[src/rtl/cheat_pkg.sv]
// Constants and types shared by the cheat loader and the cheat engine:
// the 129-bit code word layout, flag bit indices and the loader state encoding.
package cheat_pkg;

   localparam int REPLACE_LSB = 0;
   localparam int COMPARE_LSB = 32;
   localparam int ADDR_LSB    = 64;
   localparam int FLAGS_LSB   = 96;
   localparam int STROBE_BIT  = 128;
   localparam int CODE_W      = 129;

   localparam int COMP_F  = 0;
   localparam int WIDTH_F = 1;

   typedef enum logic [2:0] {
      S_IDLE,
      S_CLEAR,
      S_COLLECT,
      S_STROBE_HI,
      S_STROBE_LO
   } state_t;

   // File byte index within a record -> LSB of that byte in the big-endian payload.
   function automatic int byte_lsb(input logic [3:0] idx);
      return FLAGS_LSB - 32 * int'(idx[3:2]) + 8 * int'(idx[1:0]);
   endfunction

endpackage

[src/rtl/cheat_loader_if.sv]
// ioctl download channel as seen between the file source (master) and the
// cheat loader (slave).
interface cheat_loader_if #(
   parameter int DW = 16
);

   logic          ioctl_download;
   logic          ioctl_wr;
   logic [DW-1:0] ioctl_dout;
   logic          ioctl_wait;

   modport master (output ioctl_download, ioctl_wr, ioctl_dout, input ioctl_wait);
   modport slave  (input  ioctl_download, ioctl_wr, ioctl_dout, output ioctl_wait);

endinterface

[src/rtl/cheat_byte_asm.sv]
// Byte counter plus 128-bit record assembly; places little-endian file bytes
// into big-endian fields and flags the write that completes a record.
module cheat_byte_asm
   import cheat_pkg::*;
#(
   parameter int DW = 16
) (
   input  logic          clk,
   input  logic          reset,
   input  logic          clear,
   input  logic          wr_en,
   input  logic [DW-1:0] din,
   output logic [127:0]  record,
   output logic          record_done
);

   localparam int         BPW       = DW / 8;
   localparam logic [3:0] LAST_BCNT = 4'(16 - BPW);

   logic [3:0]   bcnt;
   logic [127:0] asm_q;

   // The completing write is merged combinationally so the whole record is
   // available in the same cycle record_done is raised.
   always_comb begin
      // NOTE: default assignment first keeps this block free of inferred latches.
      record = asm_q;
      if (wr_en) begin
         for (int k = 0; k < BPW; k++) begin
            record[byte_lsb(bcnt + 4'(k)) +: 8] = din[8*k +: 8];
         end
      end
   end

   assign record_done = wr_en && (bcnt == LAST_BCNT);

   always_ff @(posedge clk) begin
      if (reset || clear) begin
         bcnt  <= '0;
         asm_q <= '0;
      end else if (wr_en) begin
         bcnt  <= bcnt + 4'(BPW);
         asm_q <= record;
      end
   end

endmodule

[src/rtl/cheat_loader.sv]
// Cheat file loader: collects 16-byte records from the ioctl stream and emits
// each as a 129-bit code word with a clean strobe edge on bit 128.
module cheat_loader
   import cheat_pkg::*;
#(
   parameter int DW            = 16,
   parameter int MAX_CODES     = 32,
   parameter int STROBE_CYCLES = 4
) (
   input  logic                           clk,
   input  logic                           reset,
   cheat_loader_if.slave                  io,
   output logic                           codes_reset,
   output logic [CODE_W-1:0]              code,
   output logic [$clog2(MAX_CODES+1)-1:0] code_count,
   output logic                           overflow
);

   localparam int            CW          = $clog2(MAX_CODES + 1);
   localparam int            SW          = $clog2(STROBE_CYCLES + 1);
   localparam logic [SW-1:0] STROBE_LAST = SW'(STROBE_CYCLES - 1);
   localparam logic [CW-1:0] MAX_COUNT   = CW'(MAX_CODES);

   state_t        state;
   logic          dl_prev;
   logic          wait_q;
   logic [SW-1:0] scnt;
   logic          wr_en;
   logic          record_done;
   logic [127:0]  record;

   // Writes outside COLLECT arrive while ioctl_wait is high and are dropped.
   assign wr_en       = io.ioctl_wr && io.ioctl_download && (state == S_COLLECT);
   assign io.ioctl_wait = wait_q;

   cheat_byte_asm #(.DW(DW)) u_asm (
      .clk         (clk),
      .reset       (reset),
      .clear       (state == S_CLEAR),
      .wr_en       (wr_en),
      .din         (io.ioctl_dout),
      .record      (record),
      .record_done (record_done)
   );

   // NOTE: every state register uses <= so each branch reads pre-edge values.
   always_ff @(posedge clk) begin
      if (reset) begin
         state       <= S_IDLE;
         dl_prev     <= 1'b0;
         wait_q      <= 1'b0;
         scnt        <= '0;
         codes_reset <= 1'b0;
         code        <= '0;
         code_count  <= '0;
         overflow    <= 1'b0;
      end else begin
         dl_prev     <= io.ioctl_download;
         codes_reset <= 1'b0;
         case (state)
            S_IDLE: begin
               if (io.ioctl_download && !dl_prev) begin
                  state       <= S_CLEAR;
                  codes_reset <= 1'b1;
                  wait_q      <= 1'b1;
                  code_count  <= '0;
                  overflow    <= 1'b0;
               end
            end
            S_CLEAR: begin
               state  <= S_COLLECT;
               wait_q <= 1'b0;
            end
            S_COLLECT: begin
               // A dropped download abandons any partial record.
               if (!io.ioctl_download) begin
                  state <= S_IDLE;
               end else if (record_done) begin
                  if (code_count < MAX_COUNT) begin
                     state  <= S_STROBE_HI;
                     code   <= {1'b1, record};
                     wait_q <= 1'b1;
                     scnt   <= '0;
                  end else begin
                     overflow <= 1'b1;
                  end
               end
            end
            S_STROBE_HI: begin
               if (scnt == STROBE_LAST) begin
                  state            <= S_STROBE_LO;
                  code[STROBE_BIT] <= 1'b0;
                  scnt             <= '0;
               end else begin
                  scnt <= scnt + SW'(1);
               end
            end
            S_STROBE_LO: begin
               if (scnt == STROBE_LAST) begin
                  if (code_count != MAX_COUNT) code_count <= code_count + CW'(1);
                  wait_q <= 1'b0;
                  state  <= io.ioctl_download ? S_COLLECT : S_IDLE;
               end else begin
                  scnt <= scnt + SW'(1);
               end
            end
            default: state <= S_IDLE;
         endcase
      end
   end

endmodule

[src/flat_wrapper.sv]
// flat-port wrapper written by rule: the top's interface ports become plain ports
module cheat_loader_flat import cheat_pkg::*;
#(
   parameter int DW            = 16,
   parameter int MAX_CODES     = 32,
   parameter int STROBE_CYCLES = 4
)
  (clk, reset, codes_reset, code, code_count, overflow, io_ioctl_download, io_ioctl_wr, io_ioctl_dout, io_ioctl_wait);
  cheat_loader_if #(.DW(DW)) io_i ();
  input  logic clk;
  input  logic reset;
  output logic codes_reset;
  output logic [CODE_W-1:0] code;
  output logic [$clog2(MAX_CODES+1)-1:0] code_count;
  output logic overflow;
  input wire logic [$bits(io_i.ioctl_download)-1:0] io_ioctl_download;
  input wire logic [$bits(io_i.ioctl_wr)-1:0] io_ioctl_wr;
  input wire logic [$bits(io_i.ioctl_dout)-1:0] io_ioctl_dout;
  output wire logic [$bits(io_i.ioctl_wait)-1:0] io_ioctl_wait;
  assign io_i.ioctl_download = io_ioctl_download;
  assign io_i.ioctl_wr = io_ioctl_wr;
  assign io_i.ioctl_dout = io_ioctl_dout;
  assign io_ioctl_wait = io_i.ioctl_wait;
  cheat_loader #(.DW(DW), .MAX_CODES(MAX_CODES), .STROBE_CYCLES(STROBE_CYCLES)) u_core (.clk(clk), .reset(reset), .io(io_i), .codes_reset(codes_reset), .code(code), .code_count(code_count), .overflow(overflow));
endmodule
[config.mk]
export PLATFORM = sky130hd
export DESIGN_NAME = cheat_loader_flat
export DESIGN_NICKNAME = d
export VERILOG_FILES = /design/src/rtl/cheat_pkg.sv /design/src/rtl/cheat_loader_if.sv /design/src/rtl/cheat_byte_asm.sv /design/src/rtl/cheat_loader.sv /design/src/flat_wrapper.sv
export SDC_FILE = /design/constraint.sdc
export NUM_CORES = 1
export LEC_CHECK = 0
export CAP_MARGIN = 25
export CORE_ASPECT_RATIO = 1.5
export CORE_MARGIN = 1
export CORE_UTILIZATION = 54
export CTS_BUF_LIST = sky130_fd_sc_hd__clkbuf_8 sky130_fd_sc_hd__clkbuf_16
export CTS_CLUSTER_SIZE = 16
export DETAILED_ROUTE_END_ITERATION = 10
export PLACE_DENSITY = 0.8
export SYNTH_ARGS = -nofsm -noshare
export SYNTH_HDL_FRONTEND = slang
export SYNTH_SLANG_ARGS = --single-unit
[constraint.sdc]
create_clock -name clk -period 4.09 [get_ports clk]
set_input_delay 0.409 -clock clk [delete_from_list [all_inputs] [get_ports clk]]
set_output_delay 0.409 -clock clk [all_outputs]
set_load 0.02 [all_outputs]
# Word level (Yosys, flattened, before mapping)
# Index checks and enable logic that the tools add are counted.
# word_totals
ff_bits,277
in_bits,20
out_inout_bits,138
elab_cells,102
# op_classes
n_addsub,10
order_cmp,1
eq_ne,18
n_shift,4
mux,37
bitwise,1
n_reduce_logical,20
# op_table
operator,n
$mux W129,3
$bwmux W128,2
$shift A8 B33 Y128 const A,2
$shiftx A8 B33 Y128,2
$mux W128,1
$neg A9 Y33,2
$mux W3,11
$reduce_and A5 Y1,4
$add A8 B6 Y9,2
$mux W6,3
$sub A7 B7 Y8 const A,2
$pmux W3 S5,1
$pmux W6 S2,1
$mux W1,10
$ne A2 B1 Y1 const B,5
$eq A3 B2 Y1 const B,3
$pmux W3 S3,1
$ne A2 B2 Y1 const B,4
$reduce_and A4 Y1,2
$add A6 B1 Y6 const B,1
$lt A6 B6 Y1 const B,1
$ne A6 B6 Y1 const B,1
$reduce_and A6 Y1,1
$reduce_bool A2 Y1,3
19 further kinds,23

# Longest topological paths before layout
# logic_depth
ltp_word,11
mapped_depth,15
mapped_depth_nobuf,11

# By module
# From an unflattened synthesis, not the netlist that was laid out.
# hier_totals
hier_cells,1338
hier_area_um2,12290.5
# modules_own_cells
module,instances,cells_per_inst,area_per_inst_um2,seq_area_each_um2
cheat_byte_asm,1,668,6877.8,2622.5
cheat_loader,1,670,5412.7,2902.8

# Least setup slack after synthesis
# Ideal clock, no wire load.
# synth_path
kind,reg-to-reg
from,register u_core.u_asm.bcnt[1]
to,register u_core.code[72]
setup_time_ns,0.145
arrival_ns,3.237
t_required_ns,3.945
path_slack_ns,0.708
path_stages_with_launch,13
n_path_buf,2
period_less_slack_ns,3.382
path_cell_list,dfxtp_1 > buf_2 > inv_1 > ha_1 > clkbuf_1 > and2_1 > o21ai_0 > nand2b_1 > ha_1 > nand4b_1 > a2111oi_4 > mux2i_1 > a211oi_2
# synth_via
elab_chain_cells,7
word_cells_on_any_way,16
cone_classes,add/sub (6); eq/ne (1); shift (4); mux (3); reduce/logical (2)
# synth_lines
item,line,text
"start, declared",cheat_byte_asm.sv:20,logic [3:0] bcnt;
"start signal, assigned",cheat_byte_asm.sv:42,bcnt <= bcnt + 4'(BPW);
$add A4 B1 Y4,cheat_byte_asm.sv:30,record[byte_lsb(bcnt + 4'(k)) +: 8] = din[8*k +: 8];
$sub A7 B7 Y8,cheat_pkg.sv:25,return FLAGS_LSB - 32 * int'(idx[3:2]) + 8 * int'(idx[1:0]);
$add A8 B6 Y9,cheat_pkg.sv:25,
$neg A9 Y33,cheat_byte_asm.sv:30,
$shiftx A8 B33 Y128 or $shift A8 B33 Y128 (tied branches),cheat_byte_asm.sv:30,
$bwmux W128,cheat_byte_asm.sv:30,
$mux W128,cheat_byte_asm.sv:28,if (wr_en) begin
"end signal, assigned",cheat_loader.sv:81,"code <= {1'b1, record};"
"end, declared",cheat_loader.sv:14,"output logic [CODE_W-1:0] code,"
# Several ways; a longest one is shown, not always the timed one.
# A chain may end at the register's enable or synchronous reset.

# Worst setup path in the final report
# layout_path
from,register u_core.u_asm.bcnt[2]
to,register u_core.code[25]
# layout_via
elab_chain_cells,7
word_cells_on_any_way,17
cone_classes,add/sub (7); eq/ne (1); shift (4); mux (3); reduce/logical (2)
# layout_lines
item,line
$add A4 B1 Y4 or $sub A7 B7 Y8 (tied branches),"cheat_byte_asm.sv:30, cheat_pkg.sv:25"
$sub A7 B7 Y8 or $add A8 B6 Y9 (tied branches),cheat_pkg.sv:25
$add A8 B6 Y9 or $neg A9 Y33 (tied branches),"cheat_pkg.sv:25, cheat_byte_asm.sv:30"
"$neg A9 Y33, or another cell as far along",cheat_byte_asm.sv:30
"$shiftx A8 B33 Y128, or another cell as far along",cheat_byte_asm.sv:30
$bwmux W128,cheat_byte_asm.sv:30
$mux W128,cheat_byte_asm.sv:28
# Several ways; a longest one is shown, not always the timed one.

==> flow_summary.ini <==
[run_status]
status = complete, no violations

[setup_path]
critical-path-max-stage-delay_ns = 0.56
worst_path_dominant_cell_family = simple AND/OR/NAND/NOR gates
cp_num_buf_inv = 1
path_cells = inv_1 > ha_1 > and2_1 > o21ai_0 > nand2b_1 > ha_1 > nand4b_1 > nor2_2 > nand4_1 > mux2i_1 > a211oi_1
startpoint = u_core.u_asm.bcnt[2]
worst-setup-path-type = register to register
reg2reg_to = u_core.code[25]
cp_common_cell = ha_1
reg2reg_slack_ns = 0.36
required_ns = 4.49
cp_max_fo = 12
crit_cells = 11
timing.rr.start = u_core.u_asm.bcnt[2]
critPathArrivalTime_ns = 4.13
startpoint_type = register
r2r_cells = 11
critPathSlowestCell = nand4_1
endpoint_kind = register

[synthesis]
synth_top_flop_cell = dfxtp_1
yosysTopAreaCell = dfxtp_1
yosys_warnings = 0
syn_nets = 1144
synth_edf_count = 0
netlist_instances = 1110
synth-seq-cells = 276
yosysMostFrequentCell = dfxtp_1
yosys.area.top_type_share = 0.521
yosys-top-cells-count = 276 x dfxtp_1, 217 x nor2_1, 104 x mux2i_1
yosys-top-cells-area = dfxtp_1 52%, mux2i_1 9.8%, nor2_1 7.7%
ys_seq_area_frac = 0.521
synthesis.area_um2 = 10600
synth_cell_types = 58
synthArstFlopShare = 0
synth_area_per_cell_um2 = 9.56

[final_layout]
layout.nets = 1252
utilization = 0.684
drive_gt1_frac = 0.0778
n_antenna_cell = 0
fillers = 1521
area_growth_pct = 23.6

[timing]
max_slew_margin = 0.501
fmax_ghz = 0.268
rsz0062_at_grt = no
holdWs_ns = 0.352
tns_ns = 0
hold_violations = 0
tightest_slew_ns = 0.746
finalCritPeriodShare = 0.912
setup_viol = 0
slew_viol_final = 0
period_needed_ns = 3.73
fin_skew_ns = 0.0135

[floorplanning]
dieArea_um2 = 20200
initial_core_util = 0.554
fp.coreArea_um2 = 19200
die-height_um = 174
io_pins = 158
chipWidth_um = 116
rows = 62

[clocking]
cts_max_level = 1
cts_resized = 0
numClockSinks = 276
cts_tree = yes
clockRootBuffer = clkbuf_16
post_cts_buffers = 0
cts.clk_slew.worst_paths_ns = 0.07
hold_buffers = 0
cts_made_buffers = 25
insertion_delay_ns = 0.54
clock_path_buffers = 3

[pwr]
comb_power_share = 0.046
p_sw_frac = 0.225
p_switching_uw = 1190
ir_drop_mv = 0.338
finalPower_uw = 5280
clock_power_share = 0.442
cellPowerDensity_nw_per_um2 = 403
p_seq_frac = 0.512
p_int_uw = 4100
p_leak_uw = 0.00501

[placement]
place.gp.congestion = 0.893
hpwl_um = 17100
io_buffers = 157

[global_routing]
first_global_vias = 8078
grt_overflow = 0
grt_antenna_before_repair = 0
track_usage = 0.260
grt_pass1_wl_um = 41600
grt_max_degree = 153

[drt]
vias_per_cell = 5.60
ant_nets = 0
wirelength_um = 26200
drc = 0
vias = 8347
drtIter0Drc = 523
dr.pass1.iters = 5
wl_per_cell_um = 17.6

[min_path]
hold_depth = 2
hp-class = input port to register
min_from = reset
min_to = u_core.state[2]

[job]
maxCapViolations = 0
## layer usage
| metal | share of wire | routed length (µm) | up-vias | track usage |
|---|---|---|---|---|
| met5 | 0 | 0 | - | 0 |
| met4 | 0.038 | 987 | 0 | 0.113 |
| met3 | 0.058 | 1530 | 66 | 0.0538 |
| met2 | 0.50 | 13100 | 240 | 0.449 |
| met1 | 0.41 | 10700 | 3944 | 0.307 |
| li1 | - | - | 4097 | - |
## power by group through the flow
stage / registers [µW] / logic [µW] / clock network [µW]
2_1_floorplan: 2770 / 161 / 0
3_3_place_gp: 2770 / 240 / 0
3_5_place_dp: 2770 / 240 / 0
4_1_cts: 2710 / 242 / 2360
5_1_grt: 2710 / 261 / 2470
6_report: 2710 / 243 / 2330
## kinds of logic after synthesis
group           Yosys count  share of synthesized area
compound gates          244                      0.163
xor+xnor                  7                    0.00578
fa+ha+maj                14                     0.0165
buf+inv                  99                     0.0366
flops                   276                      0.521
mux                     106                      0.100
simple gates            364                      0.157
## worst max-delay path by stage
stage                            to
finish              u_core.code[25]
global route        u_core.code[25]
CTS                 u_core.code[25]
detailed placement  u_core.code[25]
global placement    u_core.code[30]
floorplan           u_core.code[72]
## registers in the layout, summed over array words and instances, names as in the netlist
register              count
u_core.scnt               3
u_core.u_asm.bcnt         3
u_core.codes_reset        1
u_core.code_count         6
u_core.io.ioctl_wait      1
u_core.state              3
u_core.dl_prev            1
u_core.overflow           1
u_core.code             129
u_core.u_asm.asm_q      128
## through the flow
step	cell area (µm²)	setup WS (ns)	instances
finish	13100	0.362	1490
global route	13100	0.0291	1490
CTS	13100	0.400	1489
detailed placement	12300	0.449	1446
global placement	12300	0.553	1446
floorplan	10600	0.708	1110
## layout make-up
cell class | count | area, µm² | area share
multi-input combinational | 735 | 4700 | 0.359
tap | 256 | 320 | 0.0244
clock inverter | 13 | 123 | 0.00935
clock buffer | 30 | 694 | 0.0530
inverter | 9 | 33.8 | 0.00258
timing repair buffer | 171 | 1710 | 0.130
sequential | 276 | 5530 | 0.421
## placed cells by master, fill, tap and decap left out, types with 2 or more instances in the layout
cell,n
nor2b_1,6
a211oi_1,48
mux2i_1,104
o21ai_0,58
clkinv_2,4
nand3b_1,2
a31oi_1,21
a2111oi_4,3
and2_1,13
nand2b_1,8
nand2_1,47
buf_12,3
a21oi_1,58
buf_4,11
xnor2_1,2
nor2_1,217
a211oi_2,24
a22oi_1,9
o21a_1,3
ha_1,14
o22ai_1,2
bufinv_16,2
clkdlybuf4s50_1,156
mux2_2,2
a221o_1,5
nand4_1,10
nor4_1,3
clkbuf_16,25
clkbuf_8,5
inv_1,15
nand3_1,23
nor3_1,3
nand4_2,6
dfxtp_1,276
and3_1,13
xor2_1,5
Note: power is estimated with default switching activity, not from simulation.
